## config.mk

```make
export PLATFORM = sky130hd
export DESIGN_NAME = fpmul_result_q_flat
export DESIGN_NICKNAME = d
export VERILOG_FILES = /design/src/rtl/fpmul_result_q_if.sv /design/src/rtl/fpmul_result_q.sv /design/src/flat_wrapper.sv
export SDC_FILE = /design/constraint.sdc
export NUM_CORES = 1
export LEC_CHECK = 0
export ABC_CLOCK_PERIOD_IN_PS = 7400
export CAP_MARGIN = 25
export CORE_MARGIN = 1
export CORE_UTILIZATION = 35
export CTS_CLUSTER_DIAMETER = 30
export CTS_CLUSTER_SIZE = 8
export DETAILED_ROUTE_END_ITERATION = 10
export PLACE_DENSITY = 0.64
export SLEW_MARGIN = 25
export SYNTH_ARGS = -nofsm -noshare
export SYNTH_HDL_FRONTEND = slang
export SYNTH_SLANG_ARGS = --single-unit
```

## constraint.sdc

```tcl
create_clock -name clk -period 7.4 [get_ports clk]
set_clock_uncertainty 0.1 [all_clocks]
set_input_delay 1.48 -clock clk [delete_from_list [all_inputs] [get_ports clk]]
set_output_delay 1.48 -clock clk [all_outputs]
set_load 0.03 [all_outputs]
```

## src/rtl/fpmul_result_q_if.sv

```systemverilog
// Result-stage bus for fpmul_result_q: issue credit, multiplier completion, consumer valid/ready and status.
interface fpmul_result_q_if #(
  parameter int DEPTH = 4,
  parameter int CNT_W = 8
);
  logic                     Start;
  logic                     Start_OK;
  logic                     Done;
  logic [31:0]              P;
  logic                     UF;
  logic                     OF;
  logic                     R_VALID;
  logic                     R_READY;
  logic [31:0]              R_DATA;
  logic                     R_UF;
  logic                     R_OF;
  logic                     R_NAN;
  logic                     R_INF;
  logic                     R_ZERO;
  logic [$clog2(DEPTH):0]   COUNT;
  logic [CNT_W-1:0]         DROP_CNT;
  logic [CNT_W-1:0]         ERR_CNT;

  modport slave (
    input  Start, Done, P, UF, OF, R_READY,
    output Start_OK, R_VALID, R_DATA, R_UF, R_OF, R_NAN, R_INF, R_ZERO,
           COUNT, DROP_CNT, ERR_CNT
  );

  modport master (
    output Start, Done, P, UF, OF, R_READY,
    input  Start_OK, R_VALID, R_DATA, R_UF, R_OF, R_NAN, R_INF, R_ZERO,
           COUNT, DROP_CNT, ERR_CNT
  );
endinterface

```

## src/rtl/fpmul_result_q.sv

```systemverilog
// FP32 multiplier result queue: class-tagged FIFO, start-credit FSM, drop/error counters.
// Optional FPMUL_RQ_BYPASS_EN: same-cycle presentation of a result arriving at an empty queue.
module fpmul_result_q #(
  parameter int DEPTH = 4,
  parameter int CNT_W = 8
) (
  input  logic               clk,
  input  logic               rst_n,
  fpmul_result_q_if.slave    bus
);
  localparam int AW = $clog2(DEPTH);

  typedef enum logic {IDLE, WAIT} st_t;

  typedef struct packed {
    logic [31:0] data;
    logic        uf;
    logic        ovf;
    logic        nan;
    logic        inf;
    logic        zero;
  } ent_t;

  function automatic ent_t decode(input logic [31:0] p, input logic uf, input logic ovf);
    ent_t e;
    e.data = p;
    e.uf   = uf;
    e.ovf  = ovf;
    e.nan  = (&p[30:23]) & (|p[22:0]);
    e.inf  = (&p[30:23]) & ~(|p[22:0]);
    e.zero = ~(|p[30:23]);
    return e;
  endfunction

  st_t            st, st_nx;
  ent_t           mem [DEPTH];
  ent_t           hd, hd_nx, in_e, out_e;
  logic [AW-1:0]  rd, wr, rd_nx;
  logic [AW:0]    cnt, cnt_nx, left;
  logic [CNT_W-1:0] drop, err;
  logic [CNT_W:0] err_sum;
  logic [1:0]     err_inc;
  logic           empty, full, pop, push, drop_ev, byp, byp_take, start_ok;

  assign in_e  = decode(bus.P, bus.UF, bus.OF);
  assign empty = (cnt == '0);
  assign full  = (cnt == (AW+1)'(DEPTH));

`ifdef FPMUL_RQ_BYPASS_EN
  assign byp = empty & bus.Done;
`else
  assign byp = 1'b0;
`endif

  // A bypassed-and-taken result never touches the array.
  assign byp_take = byp & bus.R_READY;
  assign pop      = ~empty & bus.R_READY;
  assign push     = bus.Done & ~byp_take & (~full | pop);
  assign drop_ev  = bus.Done & full & ~pop;
  assign rd_nx    = rd + AW'(pop);
  assign cnt_nx   = cnt + (AW+1)'(push) - (AW+1)'(pop);
  assign left     = cnt - (AW+1)'(pop);
  assign err_sum  = {1'b0, err} + (CNT_W+1)'(err_inc);

  always_comb begin
    st_nx    = st;
    start_ok = 1'b0;
    err_inc  = 2'd0;
    case (st)
      IDLE: begin
        start_ok = ~full;
        if (bus.Start && start_ok) st_nx = WAIT;
        if (bus.Done) err_inc = err_inc + 2'd1;
      end
      WAIT: if (bus.Done) st_nx = IDLE;
      default: st_nx = IDLE;
    endcase
    if (bus.Start && !start_ok) err_inc = err_inc + 2'd1;
  end

  // Head register: the entry that will sit at the read pointer after this edge.
  always_comb begin
    hd_nx = hd;
    if (byp_take)        hd_nx = in_e;
    else if (left != '0) hd_nx = mem[rd_nx];
    else if (push)       hd_nx = in_e;
  end

  always_ff @(posedge clk or negedge rst_n) begin
    if (!rst_n) begin
      st   <= IDLE;
      rd   <= '0;
      wr   <= '0;
      cnt  <= '0;
      hd   <= '0;
      drop <= '0;
      err  <= '0;
    end else begin
      st  <= st_nx;
      rd  <= rd_nx;
      cnt <= cnt_nx;
      hd  <= hd_nx;
      if (push) wr <= wr + AW'(1);
      if (drop_ev && !(&drop)) drop <= drop + CNT_W'(1);
      err <= err_sum[CNT_W] ? '1 : err_sum[CNT_W-1:0];
    end
  end

  always_ff @(posedge clk) begin
    if (push) mem[wr] <= in_e;
  end

  assign out_e        = byp ? in_e : hd;
  assign bus.Start_OK = start_ok;
  assign bus.R_VALID  = ~empty | byp;
  assign bus.R_DATA   = out_e.data;
  assign bus.R_UF     = out_e.uf;
  assign bus.R_OF     = out_e.ovf;
  assign bus.R_NAN    = out_e.nan;
  assign bus.R_INF    = out_e.inf;
  assign bus.R_ZERO   = out_e.zero;
  assign bus.COUNT    = cnt;
  assign bus.DROP_CNT = drop;
  assign bus.ERR_CNT  = err;
endmodule

```

## src/flat_wrapper.sv

```systemverilog
// flat-port wrapper written by rule: the top's interface ports become plain ports
module fpmul_result_q_flat 
#(
  parameter int DEPTH = 4,
  parameter int CNT_W = 8
)
  (clk, rst_n, bus_Start, bus_Done, bus_P, bus_UF, bus_OF, bus_R_READY, bus_Start_OK, bus_R_VALID, bus_R_DATA, bus_R_UF, bus_R_OF, bus_R_NAN, bus_R_INF, bus_R_ZERO, bus_COUNT, bus_DROP_CNT, bus_ERR_CNT);
  fpmul_result_q_if #(.DEPTH(DEPTH), .CNT_W(CNT_W)) bus_i ();
  input  logic clk;
  input  logic rst_n;
  input wire logic [$bits(bus_i.Start)-1:0] bus_Start;
  input wire logic [$bits(bus_i.Done)-1:0] bus_Done;
  input wire logic [$bits(bus_i.P)-1:0] bus_P;
  input wire logic [$bits(bus_i.UF)-1:0] bus_UF;
  input wire logic [$bits(bus_i.OF)-1:0] bus_OF;
  input wire logic [$bits(bus_i.R_READY)-1:0] bus_R_READY;
  output wire logic [$bits(bus_i.Start_OK)-1:0] bus_Start_OK;
  output wire logic [$bits(bus_i.R_VALID)-1:0] bus_R_VALID;
  output wire logic [$bits(bus_i.R_DATA)-1:0] bus_R_DATA;
  output wire logic [$bits(bus_i.R_UF)-1:0] bus_R_UF;
  output wire logic [$bits(bus_i.R_OF)-1:0] bus_R_OF;
  output wire logic [$bits(bus_i.R_NAN)-1:0] bus_R_NAN;
  output wire logic [$bits(bus_i.R_INF)-1:0] bus_R_INF;
  output wire logic [$bits(bus_i.R_ZERO)-1:0] bus_R_ZERO;
  output wire logic [$bits(bus_i.COUNT)-1:0] bus_COUNT;
  output wire logic [$bits(bus_i.DROP_CNT)-1:0] bus_DROP_CNT;
  output wire logic [$bits(bus_i.ERR_CNT)-1:0] bus_ERR_CNT;
  assign bus_i.Start = bus_Start;
  assign bus_i.Done = bus_Done;
  assign bus_i.P = bus_P;
  assign bus_i.UF = bus_UF;
  assign bus_i.OF = bus_OF;
  assign bus_i.R_READY = bus_R_READY;
  assign bus_Start_OK = bus_i.Start_OK;
  assign bus_R_VALID = bus_i.R_VALID;
  assign bus_R_DATA = bus_i.R_DATA;
  assign bus_R_UF = bus_i.R_UF;
  assign bus_R_OF = bus_i.R_OF;
  assign bus_R_NAN = bus_i.R_NAN;
  assign bus_R_INF = bus_i.R_INF;
  assign bus_R_ZERO = bus_i.R_ZERO;
  assign bus_COUNT = bus_i.COUNT;
  assign bus_DROP_CNT = bus_i.DROP_CNT;
  assign bus_ERR_CNT = bus_i.ERR_CNT;
  fpmul_result_q #(.DEPTH(DEPTH), .CNT_W(CNT_W)) u_core (.clk(clk), .rst_n(rst_n), .bus(bus_i));
endmodule
```

Word level (Yosys, flattened, before mapping):

Memory sizes are Yosys's and may differ from the RTL's.
Cells that the tools add are included.

* register bits: 61
* latch bits: 0
* RAM bits: 148
* ROM bits: 0
* input bits: 39
* output and inout bits: 58
* word-level logic and storage cells: 59
* memories: 1

Memory list
* u_core.mem: words 4, width 37, read ports 1, clocked after memory_dff 0, write ports 1, line fpmul_result_q.sv:36 `ent_t mem [DEPTH];`

* add/sub/neg operators: 8
* multipliers: 0
* div/mod/pow operators: 0
* magnitude comparators: 0
* eq/ne operators: 1
* shifts and indexed selects: 0
* multiplexer cells: 12
* bitwise logic cells: 13
* reductions and logical operators: 12

Operators by type and width (number)
* $mux W37: 2
* $reduce_or A23 Y1: 1
* $reduce_and A8 Y1: 2
* $add A8 B2 Y9: 1
* $add A8 B1 Y8 const B: 1
* $mux W8: 1
* $reduce_or A8 Y1: 1
* $mux W1: 7
* $and A1 B1 Y1: 6
* $not A1 Y1: 6
* $sub A3 B1 Y3: 2
* $add A2 B1 Y2 const B: 2
* $add A3 B1 Y3: 1
* $eq A3 B3 Y1 const B: 1
* $logic_and A1 B1 Y1: 3
* $logic_not A3 Y1: 1
* $reduce_bool A3 Y1: 1
* $add A2 B1 Y2: 1
* $logic_not A1 Y1: 2
* $mux W2: 1
* $pmux W1 S2: 1
* $reduce_bool A2 Y1: 1
* $or A1 B1 Y1: 1

Depth between registers and ports, before layout:

Gate-level depths: netlist of the first run.

* word-level depth: 8
* mapped depth: 10
* mapped depth without buffers: 10

Least setup slack after synthesis of the first run:

OpenSTA, ideal clock, no wires.

* kind: input port to flip-flop
* start point: in bus_R_READY
* end point: mem u_core.mem[0][0] (netlist bit), enable pin
* data arrival time: 2.887 ns
* data required time: 6.902 ns
* path slack: 4.015 ns
* cell stages on the path: 5
* buffers on the path: 1
* cells stage by stage: nor4b_4 > nand2b_4 > inv_2 > buf_2 > and2_1

* cells in the longest elaborated chain, start to end: 5

RTL lines
* from (decl): line flat_wrapper.sv:16 `input wire logic [$bits(bus_i.R_READY)-1:0] bus_R_READY;`
* $and A1 B1 Y1: line fpmul_result_q.sv:57 `assign pop = ~empty & bus.R_READY;`
* $or A1 B1 Y1: line fpmul_result_q.sv:58 `assign push = bus.Done & ~byp_take & (~full | pop);`
* $and A1 B1 Y1: line fpmul_result_q.sv:58
* net u_core.push: line fpmul_result_q.sv:43 `logic empty, full, pop, push, drop_ev, byp, byp_take, start_ok;`
* $mux W1: line fpmul_result_q.sv:110 `if (push) mem[wr] <= in_e;`
* $mux W1 (not written as such): line fpmul_result_q.sv:110
* to (decl): line fpmul_result_q.sv:36

The timed path passes the listed nets, and every way through them passes these cells.

Worst setup path in the final report of the first run:

* start point: in bus_R_READY
* end point: mem u_core.mem[1][10] (netlist bit), enable pin

* cells in the longest elaborated chain, start to end: 5

RTL lines (line)
* $and A1 B1 Y1: fpmul_result_q.sv:57
* $or A1 B1 Y1: fpmul_result_q.sv:58
* $and A1 B1 Y1: fpmul_result_q.sv:58
* $mux W1: fpmul_result_q.sv:110
* $mux W1 (not written as such): fpmul_result_q.sv:110

No other way between the ends.

==> results of run 1 <==
## layer usage
metal | wire length, um | global-route usage (%) | vias to the layer above | share of wire [%]
met3 | 1142 | 3.212 | 37 | 6.4
met5 | 0 | 0 | - | 0
li1 | - | - | 2239 | -
met4 | 376 | 5.696 | 0 | 2.1
met2 | 8606 | 24.95 | 152 | 48
met1 | 7635 | 20.08 | 2442 | 43
## sequential cells by signal (all words and copies together), names as in the netlist
signal / cells
u_core.wr: 2
u_core.mem: 148
u_core.bus.R_NAN: 1
u_core.bus.R_ZERO: 1
u_core.bus.R_DATA: 32
u_core.bus.R_UF: 1
u_core.rd: 2
u_core.bus.R_INF: 1
u_core.st: 1
u_core.bus.R_OF: 1
u_core.bus.ERR_CNT: 8
u_core.bus.COUNT: 3
u_core.bus.DROP_CNT: 8
## metrics by stage
| step | hold WS (ns) | worst slack [ns] | util [%] | instances |
|---|---|---|---|---|
| after floorplan | 0.3778 | 4.015 | - | 531 |
| after global placement | 0.3825 | 2.714 | 41.15 | 925 |
| after detailed placement | 0.3986 | 2.599 | 41.15 | 925 |
| after CTS | 0.4084 | 3.108 | 46.96 | 999 |
| after global routing | 0.4139 | 2.998 | 46.97 | 999 |
| final | 0.3963 | 3.169 | 46.97 | 999 |
## kinds of logic (layout without fill, tap and decap cells)
kind of cell | after synthesis | count (layout) | share of synthesized area, %
xor gates and xnor gates | 16 | 16 | 1.670
muxes | 39 | 39 | 10.20
adders and majority gates | 15 | 15 | 2.416
and+or+nand+nor | 172 | 172 | 9.008
AOI/OAI and AO/OA | 44 | 44 | 3.341
DFF | 209 | 209 | 71.17
buffers and inverters | 36 | 185 | 2.192
## area by class of cell
class,count,area [um^2],share of cell area (%)
Sequential cell,209,5971,54.16
Multi-Input combinational cell,286,2263,20.53
Clock buffer,57,1116,10.12
Timing Repair Buffer,99,980.9,8.898
Tap cell,319,399.1,3.620
Clock inverter,17,249.0,2.259
Inverter,12,45.04,0.4086
## worst reg2reg max path, stage by stage (launching register included)
cell and delay [ns]:
dfrtp_1 0.45, nor4b_4 0.18, nand2b_4 0.39, inv_2 0.78, and2_2 0.99
## final timing paths
check / slack, ns / cells after the start / end / from
max: 3.17 / 5 / u_core.mem[1][10] / bus_R_READY
min: 0.40 / 1 / u_core.bus.DROP_CNT[7] / u_core.bus.DROP_CNT[7]
max reg2reg: 4.12 / 4 / u_core.mem[1][10] / u_core.bus.COUNT[2]
min reg2reg: 0.40 / 1 / u_core.bus.DROP_CNT[7] / u_core.bus.DROP_CNT[7]
max in group asynchronous: 5.67 / 1 / u_core.bus.R_DATA[22] / rst_n
min in group asynchronous: 1.00 / 1 / u_core.bus.R_DATA[6] / rst_n
## report_power, final
part	total, mW	internal, mW	switching, mW
combinational	1.83	0.798	1.03
clock	1.81	1.25	0.560
sequential	1.77	1.62	0.159
## cell usage in the layout, fill, tap and decap left out, drive strengths merged, types with 6 or more instances in the layout
| master | instances |
|---|---|
| clkinv | 8 |
| nand2 | 86 |
| clkdlybuf4s50 | 95 |
| dfrtp | 61 |
| ha | 13 |
| nor2 | 48 |
| bufinv | 6 |
| mux4 | 37 |
| xor2 | 11 |
| inv | 14 |
| clkbuf | 57 |
| nand4 | 6 |
| nor3 | 6 |
| edfxtp | 148 |
| a31oi | 38 |
==> key figures, run 1 <==
Run status
  – Status: finished, final reports clean

Synthesis
  – Post-synth EDFFs: 148
  – Synth top area cells: edfxtp_1 (53%), dfrtp_1 (18%), mux4_2 (9.9%), nand2_1 (3.8%), a31oi_1 (2.8%)
  – Main synth FF type: edfxtp_1
  – Synth cell count leaders: edfxtp_1 (148), nand2_1 (86), dfrtp_1 (61), nor2_1 (48), a31oi_1 (38)
  – Seq/Total Area, Yosys: between 70% and 80%
  – Cells after synthesis: 531
  – Mean post-synth cell area: roughly 16 um^2
  – Cell taking the most area after synthesis: edfxtp_1
  – Post-Syn Area: 0.008389 mm^2
  – Share of the synthesized area in the top cell type: 52.98%
  – Ys async rst share: ~29%
  – Synth cell types: 35
  – Count leader, synth: edfxtp_1
  – Number of synthesized register bits: 209
  – Synth warn: 0
  – Syn_nets: 585

Worst setup path
  – Critical path buffer and inverter count: 2
  – CP delay by family, top: simple AND/OR/NAND/NOR gates
  – CP Cell Sequence: clkdlybuf4s50_1 > nor4b_4 > nand2b_4 > inv_2 > and2_2
  – CP max-delay cell: and2_2
  – Critical path launch point type: primary input
  – Worst path arrival time: 4.24 ns
  – Worst Path Max Fanout: 44
  – Worst path max stage delay: 0.97 ns
  – Critical path class: primary input to flip-flop
  – Critical Path RT: 7.41 ns
  – Worst setup EP type: flip-flop

Global route
  – Initial antenna violation count: 0
  – Gr usage total: 15.29%
  – Largest net degree at the start of global routing: 75
  – Vias in the first global route: 5154
  – First-pass GRT wire length: 28.55 mm
  – Total global routing overflow: 0

Routing
  – Antenna viol nets, final: 0
  – Vias per cell: 4.875
  – Initial drt markers: 275
  – Routed via count: 4870
  – DRT Wirelength: 17.76 mm
  – # DRC: 0
  – Drt first pass iters: 4
  – Routed len/inst: 17.78 um

Placement
  – Placed Area: a little under 0.01 mm^2
  – IO Port Bufs: 96
  – Routability cong.: 0.7484
  – Final HPWL from detailed placement: approximately 10 mm

Power and ir drop
  – IR drop worst, VDD: 271.0 uV
  – Pleak: 4.028 nW
  – Total power: 5.420 mW
  – Power Density: 491.7 mW/mm^2

Die
  – I/O pin count: 97
  – Chip width: 156.8 um
  – Core box area: 0.02347 mm^2
  – Row Count: 56
  – Die area: 0.02459 mm^2
  – Initial Util: 35.74%
  – Die height: 156.8 um

Clocking
  – CTS clk-pin slew, worst paths: 0.04 ns
  – Clk_lat worst skew: a little over 0.5 ns
  – Root buf cell: clkbuf_16
  – Hold buffers post-CTS: 0
  – PostCTS Resize Cnt: 0
  – Clk sinks: 209
  – H-tree Lvls: 2
  – CTS tree: built
  – Post-CTS setup buffer count: 0
  – Max clock buf depth: 3
  – Num CTS Buffers: 40

Cells and area
  – Area delta synth->final: 31.41%
  – Post-route cell area: 0.01102 mm^2
  – N_diodes: 0
  – Fill count: 1984
  – Share of layout cells above drive strength 1: around 16%
  – Nets: 702

Timing
  – Final worst path period need: 4.231 ns
  – Final period util: 57.17%
  – Final setup viols: 0
  – Fin. max-slew vios: 0
  – Setup TNS: 0 ns
  – Max Clock Freq: approximately 240 MHz
  – Slew margin rel.: about a third
  – Unrepaired setup endpoints after global routing: false
  – Final hold vios: 0
  – Worst Tran Pin Value: 1.020 ns

Min path
  – Worst min path class: flip-flop to flip-flop

Run
  – Max cap viols: 0
No activity file was read; power rests on OpenSTA's default activity.
==> inputs of run 2 (changes only) <==
- ABC_CLOCK_PERIOD_IN_PS: 7400 -> 3600
- PLACE_DENSITY: 0.64 -> 0.66
- clock period: 7.4 -> 3.6 ns (I/O delays scaled with it)
==> key figures, run 2 (synthesized netlist as in run 1, its figures left out) <==
Routing
  – Vias per cell: 4.921
  – Drt first pass iters: 4
  – # DRC: 0
  – Routed via count: a little under 5000
  – DRT Wirelength: between 15 and 20 mm
  – Initial drt markers: 207
  – Routed len/inst: 18.55 um
  – Antenna viol nets, final: 0

Clocking
  – Max clock buf depth: 3
  – H-tree Lvls: 2
  – Post-CTS setup buffer count: 0
  – Root buf cell: clkbuf_16
  – Num CTS Buffers: 44
  – CTS clk-pin slew, worst paths: roughly 0.05 ns
  – CTS tree: built
  – Hold buffers post-CTS: 0
  – PostCTS Resize Cnt: 0
  – Clk_lat worst skew: 0.53 ns
  – Clk sinks: 209

Cells and area
  – Commonest cells after routing, fill and taps aside: edfxtp_1 (148), clkdlybuf4s50_1 (95), nand2_1 (86)
  – Commonest non-fill, non-tap cell in the layout: edfxtp_1
  – N_diodes: 0
  – Share of layout cells above drive strength 1: 18.64%
  – Area delta synth->final: 33.81%
  – Nets: just over 700
  – Most flops, register: u_core.mem
  – Max reg flops: about 150
  – Fill count: 2026

Worst setup path
  – CP Cell Sequence: inv_1 > a31oi_1 > clkdlybuf4s50_1
  – Critical path buffer and inverter count: 2
  – R2R Setup Slk: 0.88 ns
  – Critical Path RT: 2.78 ns
  – CP delay by family, top: buffers and inverters
  – Critical path launch point type: flip-flop
  – Worst path max stage delay: 0.73 ns
  – Worst setup EP type: output pin
  – Worst Path Max Fanout: 5
  – Critical path class: flip-flop to output pin
  – CP max-delay cell: clkdlybuf4s50_1
  – Worst path arrival time: 2.16 ns

Min path
  – Worst min path class: primary input to async pin

Die
  – Die area: ~0.025 mm^2
  – Core box area: 0.02347 mm^2
  – I/O pin count: 97
  – Chip width: 156.8 um
  – Row Count: 56
  – Initial Util: 35.74%
  – Die height: 156.8 um

Global route
  – Gr usage total: 15.82%
  – Initial antenna violation count: 0
  – Vias in the first global route: ~5300
  – First-pass GRT wire length: 29.23 mm
  – Largest net degree at the start of global routing: 75
  – Total global routing overflow: 0

Timing
  – Unrepaired setup endpoints after global routing: false
  – Worst Tran Pin Value: 0.8938 ns
  – Setup TNS: 0 ns
  – Final hold vios: 0
  – Final period util: 82.73%
  – Slew margin rel.: 40.41%
  – Final setup viols: 0
  – Final worst path period need: 2.978 ns
  – Fin. max-slew vios: 0
  – Hold slack: between 0.2 and 0.25 ns
  – Fin worst setup slack: 0.6218 ns
  – Max Clock Freq: 335.8 MHz

Placement
  – IO Port Bufs: 96
  – Final HPWL from detailed placement: 10.69 mm
  – Routability cong.: 0.7448
  – Setup slack at placement: 0.4701 ns

Power and ir drop
  – Power Density: 1024 mW/mm^2
  – Total power: around 12 mW
  – IR drop worst, VDD: 584.0 uV
  – Pleak: 4.120 nW

Run
  – Max cap viols: 0

Run status
  – Status: finished, final reports clean
## run 2: changes by cell type in the layout (fill, tap and decap cells not counted), sizes merged
cell | previous run | this run
buf | 4 | 8
clkinvlp | 1 | 5
clkinv | 8 | 14
clkbuf | 57 | 56
bufinv | 6 | 5
## run 2: where the power goes
part           switching, mW  internal [mW]
registers              0.339           3.32
logic                   2.15           1.72
clock network           1.28           2.69
total                   3.77           7.73
## run 2: worst reg2reg max path: cells and delay by family (launching register included)
family | cells | cell delay (ns)
AOI/OAI and AO/OA | 1 | 0.06
adders and majority gates | 1 | 0.35
buffers and inverters | 1 | 0.29
DFF | 1 | 0.45
muxes | 1 | 0.58
and+or+nand+nor | 3 | 0.75
## run 2: stage by stage
step | instance area [um^2] | utilization (%) | instances
6_report | 11230 | 47.83 | 1011
5_1_grt | 11230 | 47.83 | 1011
4_1_cts | 11220 | 47.80 | 1011
3_5_place_dp | 9726 | 41.43 | 929
3_3_place_gp | 9726 | 41.43 | 929
2_1_floorplan | 8389 | - | 531
## run 2: final timing paths
path / start / to / depth (start not counted)
setup / recovery: u_core.bus.COUNT[1] / bus_Start_OK / 3
hold / removal: rst_n / u_core.bus.R_DATA[7] / 1
setup reg to reg: u_core.bus.COUNT[2] / u_core.bus.R_DATA[20] / 7
hold reg to reg: u_core.bus.DROP_CNT[6] / u_core.bus.DROP_CNT[6] / 1
max in group asynchronous: rst_n / u_core.bus.R_DATA[18] / 1
min in group clk: u_core.bus.DROP_CNT[6] / u_core.bus.DROP_CNT[6] / 1
## run 2: metal layers
metal  vias up  part of all wire (%)  global-route usage [%]
met2       139                    50                   26.81
li1       2264                     -                       -
met1      2536                    42                   19.74
met4         0                   1.9                   5.742
met3        36                   6.2                   3.655
met5         -                     0                       0
## run 2: cell type report
type / instances / area (um^2) / area share, %
inverter: 12 / 45.04 / 0.4012
sequential: 209 / 5971 / 53.19
clock buffer: 56 / 1186 / 10.57
tap: 319 / 399.1 / 3.555
multi-input combinational: 286 / 2267 / 20.20
timing repair buffer: 103 / 1049 / 9.340
clock inverter: 26 / 309.0 / 2.753
==> inputs of run 3 (changes only) <==
- ABC_CLOCK_PERIOD_IN_PS: 3600 -> 3100
- PLACE_DENSITY: 0.66 -> 0.64
- clock period: 3.6 -> 3.1 ns (I/O delays scaled with it)
==> key figures, run 3 (synthesized netlist as in run 1, its figures left out) <==
Clocking
  – Num CTS Buffers: 42
  – Max clock buf depth: 3
  – PostCTS Resize Cnt: 0
  – H-tree Lvls: 2
  – Root buf cell: clkbuf_16
  – CTS tree: built
  – Clk sinks: 209
  – Hold buffers post-CTS: 0
  – CTS clk-pin slew, worst paths: 0.05 ns
  – Clk_lat worst skew: 0.51 ns
  – Post-CTS setup buffer count: 0

Timing
  – Worst Tran Pin Value: 1.005 ns
  – Final hold vios: 0
  – Setup TNS: 0 ns
  – Slew margin rel.: 33.02%
  – Unrepaired setup endpoints after global routing: false
  – Max Clock Freq: 349.3 MHz
  – Fin. max-slew vios: 0
  – Final period util: 92.36%
  – Final worst path period need: 2.863 ns
  – Final setup viols: 0

Die
  – Row Count: 56
  – Die height: 156.8 um
  – Chip width: 156.8 um
  – Die area: 0.02459 mm^2
  – Initial Util: a little over a third
  – I/O pin count: 97
  – Core box area: 0.02347 mm^2

Global route
  – Vias in the first global route: 5274
  – Initial antenna violation count: 0
  – Largest net degree at the start of global routing: 75
  – Total global routing overflow: 0
  – First-pass GRT wire length: 28.95 mm
  – Gr usage total: 15.52%

Routing
  – Routed via count: between 4000 and 5000
  – Antenna viol nets, final: 0
  – Drt first pass iters: 4
  – DRT Wirelength: 18.08 mm
  – Vias per cell: 4.845
  – # DRC: 0
  – Routed len/inst: 17.97 um
  – Initial drt markers: 252

Worst setup path
  – R2R depth: 7
  – Critical Path RT: 2.38 ns
  – Worst path arrival time: 2.14 ns
  – Start of the worst register-to-register path: u_core.bus.COUNT[2]
  – Crit path launch: u_core.bus.COUNT[1]
  – Critical path launch point type: flip-flop
  – R2R Setup Slk: 0.48 ns
  – Worst Path Max Fanout: 5
  – Critical path class: flip-flop to output pin
  – Worst r2r dst: u_core.bus.R_DATA[28]
  – Worst setup EP type: output pin
  – End of the critical path: bus_Start_OK

Placement
  – Routability cong.: approximately 0.77
  – IO Port Bufs: 96
  – Final HPWL from detailed placement: 10.47 mm

Power and ir drop
  – Cell internal pwr: 8.835 mW
  – IR drop worst, VDD: 556.3 uV
  – Reg power frac: 32.2%
  – Share of power burned in the clock network: 32.9%
  – Pleak: 4.076 nW
  – Switching share of total power: around 33%
  – Power Density: 1176 mW/mm^2
  – Total power: around 13 mW
  – Switching power: 4.273 mW
  – Power share of the combinational group: 34.8%

Cells and area
  – Commonest cells after routing, fill and taps aside: edfxtp_1 (148), clkdlybuf4s50_1 (95), nand2_1 (86)
  – N_diodes: 0
  – Fill count: 2024
  – Commonest non-fill, non-tap cell in the layout: edfxtp_1
  – Max reg flops: 148
  – Nets: 710
  – Area delta synth->final: 32.84%
  – Share of layout cells above drive strength 1: 18.20%
  – Most flops, register: u_core.mem

Run
  – Max cap viols: 0

Min path
  – Worst min path class: primary input to async pin

Run status
  – Status: finished, final reports clean
==> run 3: cell types whose count changed in the layout (fill, tap and decap cells not counted), sizes merged <==
cell | previous run | this run
clkbuf | 56 | 55
inv | 14 | 13
buf | 8 | 10
clkinv | 14 | 9
bufinv | 5 | 4
clkinvlp | 5 | 6
==> run 3: worst max-delay path, stage by stage, from the launching register on <==
cell and delay, ns:
dfrtp_1 0.47, inv_1 0.14, a31oi_1 0.30, clkdlybuf4s50_1 0.73
==> run 3: per-layer routing <==
metal,track usage [%],vias to the layer above,share of wire [%]
met5,0,-,0
met4,5.929,0,2.0
met3,3.517,27,4.9
met2,26.46,127,50
met1,19.16,2465,43
li1,-,2255,-
==> run 3: through the flow <==
| step | cells | hold WS (ns) | setup slack (ns) | cell area (um^2) | util (%) |
|---|---|---|---|---|---|
| floorplan | 531 | 0.2244 | 0.05128 | 8389 | - |
| global placement | 930 | 0.3803 | 0.2372 | 9746 | 41.52 |
| detailed placement | 930 | 0.3832 | 0.1739 | 9746 | 41.52 |
| CTS | 1005 | 0.1735 | 0.2115 | 11120 | 47.38 |
| global route | 1006 | 0.2258 | 0.1227 | 11140 | 47.48 |
| finish | 1006 | 0.1477 | 0.2367 | 11140 | 47.48 |
==> run 3: worst min path at each step <==
stage	from	to	slack [ns]
6_report	rst_n	u_core.bus.DROP_CNT[7]	0.15
5_1_grt	rst_n	u_core.bus.R_NAN	0.23
4_1_cts	rst_n	u_core.bus.R_DATA[6]	0.17
3_5_place_dp	u_core.bus.DROP_CNT[7]	u_core.bus.DROP_CNT[7]	0.38
3_3_place_gp	u_core.bus.DROP_CNT[7]	u_core.bus.DROP_CNT[7]	0.38
2_1_floorplan	rst_n	u_core.bus.COUNT[0]	0.22
==> run 3: area by class of cell <==
class / instances / area, um^2 / share of cell area (%)
sequential: 209 / 5971 / 53.58
multi-input combinational: 286 / 2265 / 20.32
clock buffer: 55 / 1151 / 10.33
timing repair buffer: 105 / 1089 / 9.768
tap: 319 / 399.1 / 3.581
clock inverter: 20 / 225.2 / 2.021
inverter: 12 / 45.04 / 0.4042
==> run 3: power groups by stage <==
| stage | registers, mW | clock network (mW) | logic (mW) |
|---|---|---|---|
| floorplan | 4.84 | 0 | 2.44 |
| global placement | 4.24 | 0 | 4.51 |
| detailed placement | 4.27 | 0 | 4.62 |
| CTS | 4.24 | 4.40 | 4.64 |
| global route | 4.31 | 4.53 | 4.96 |
| finish | 4.22 | 4.32 | 4.57 |
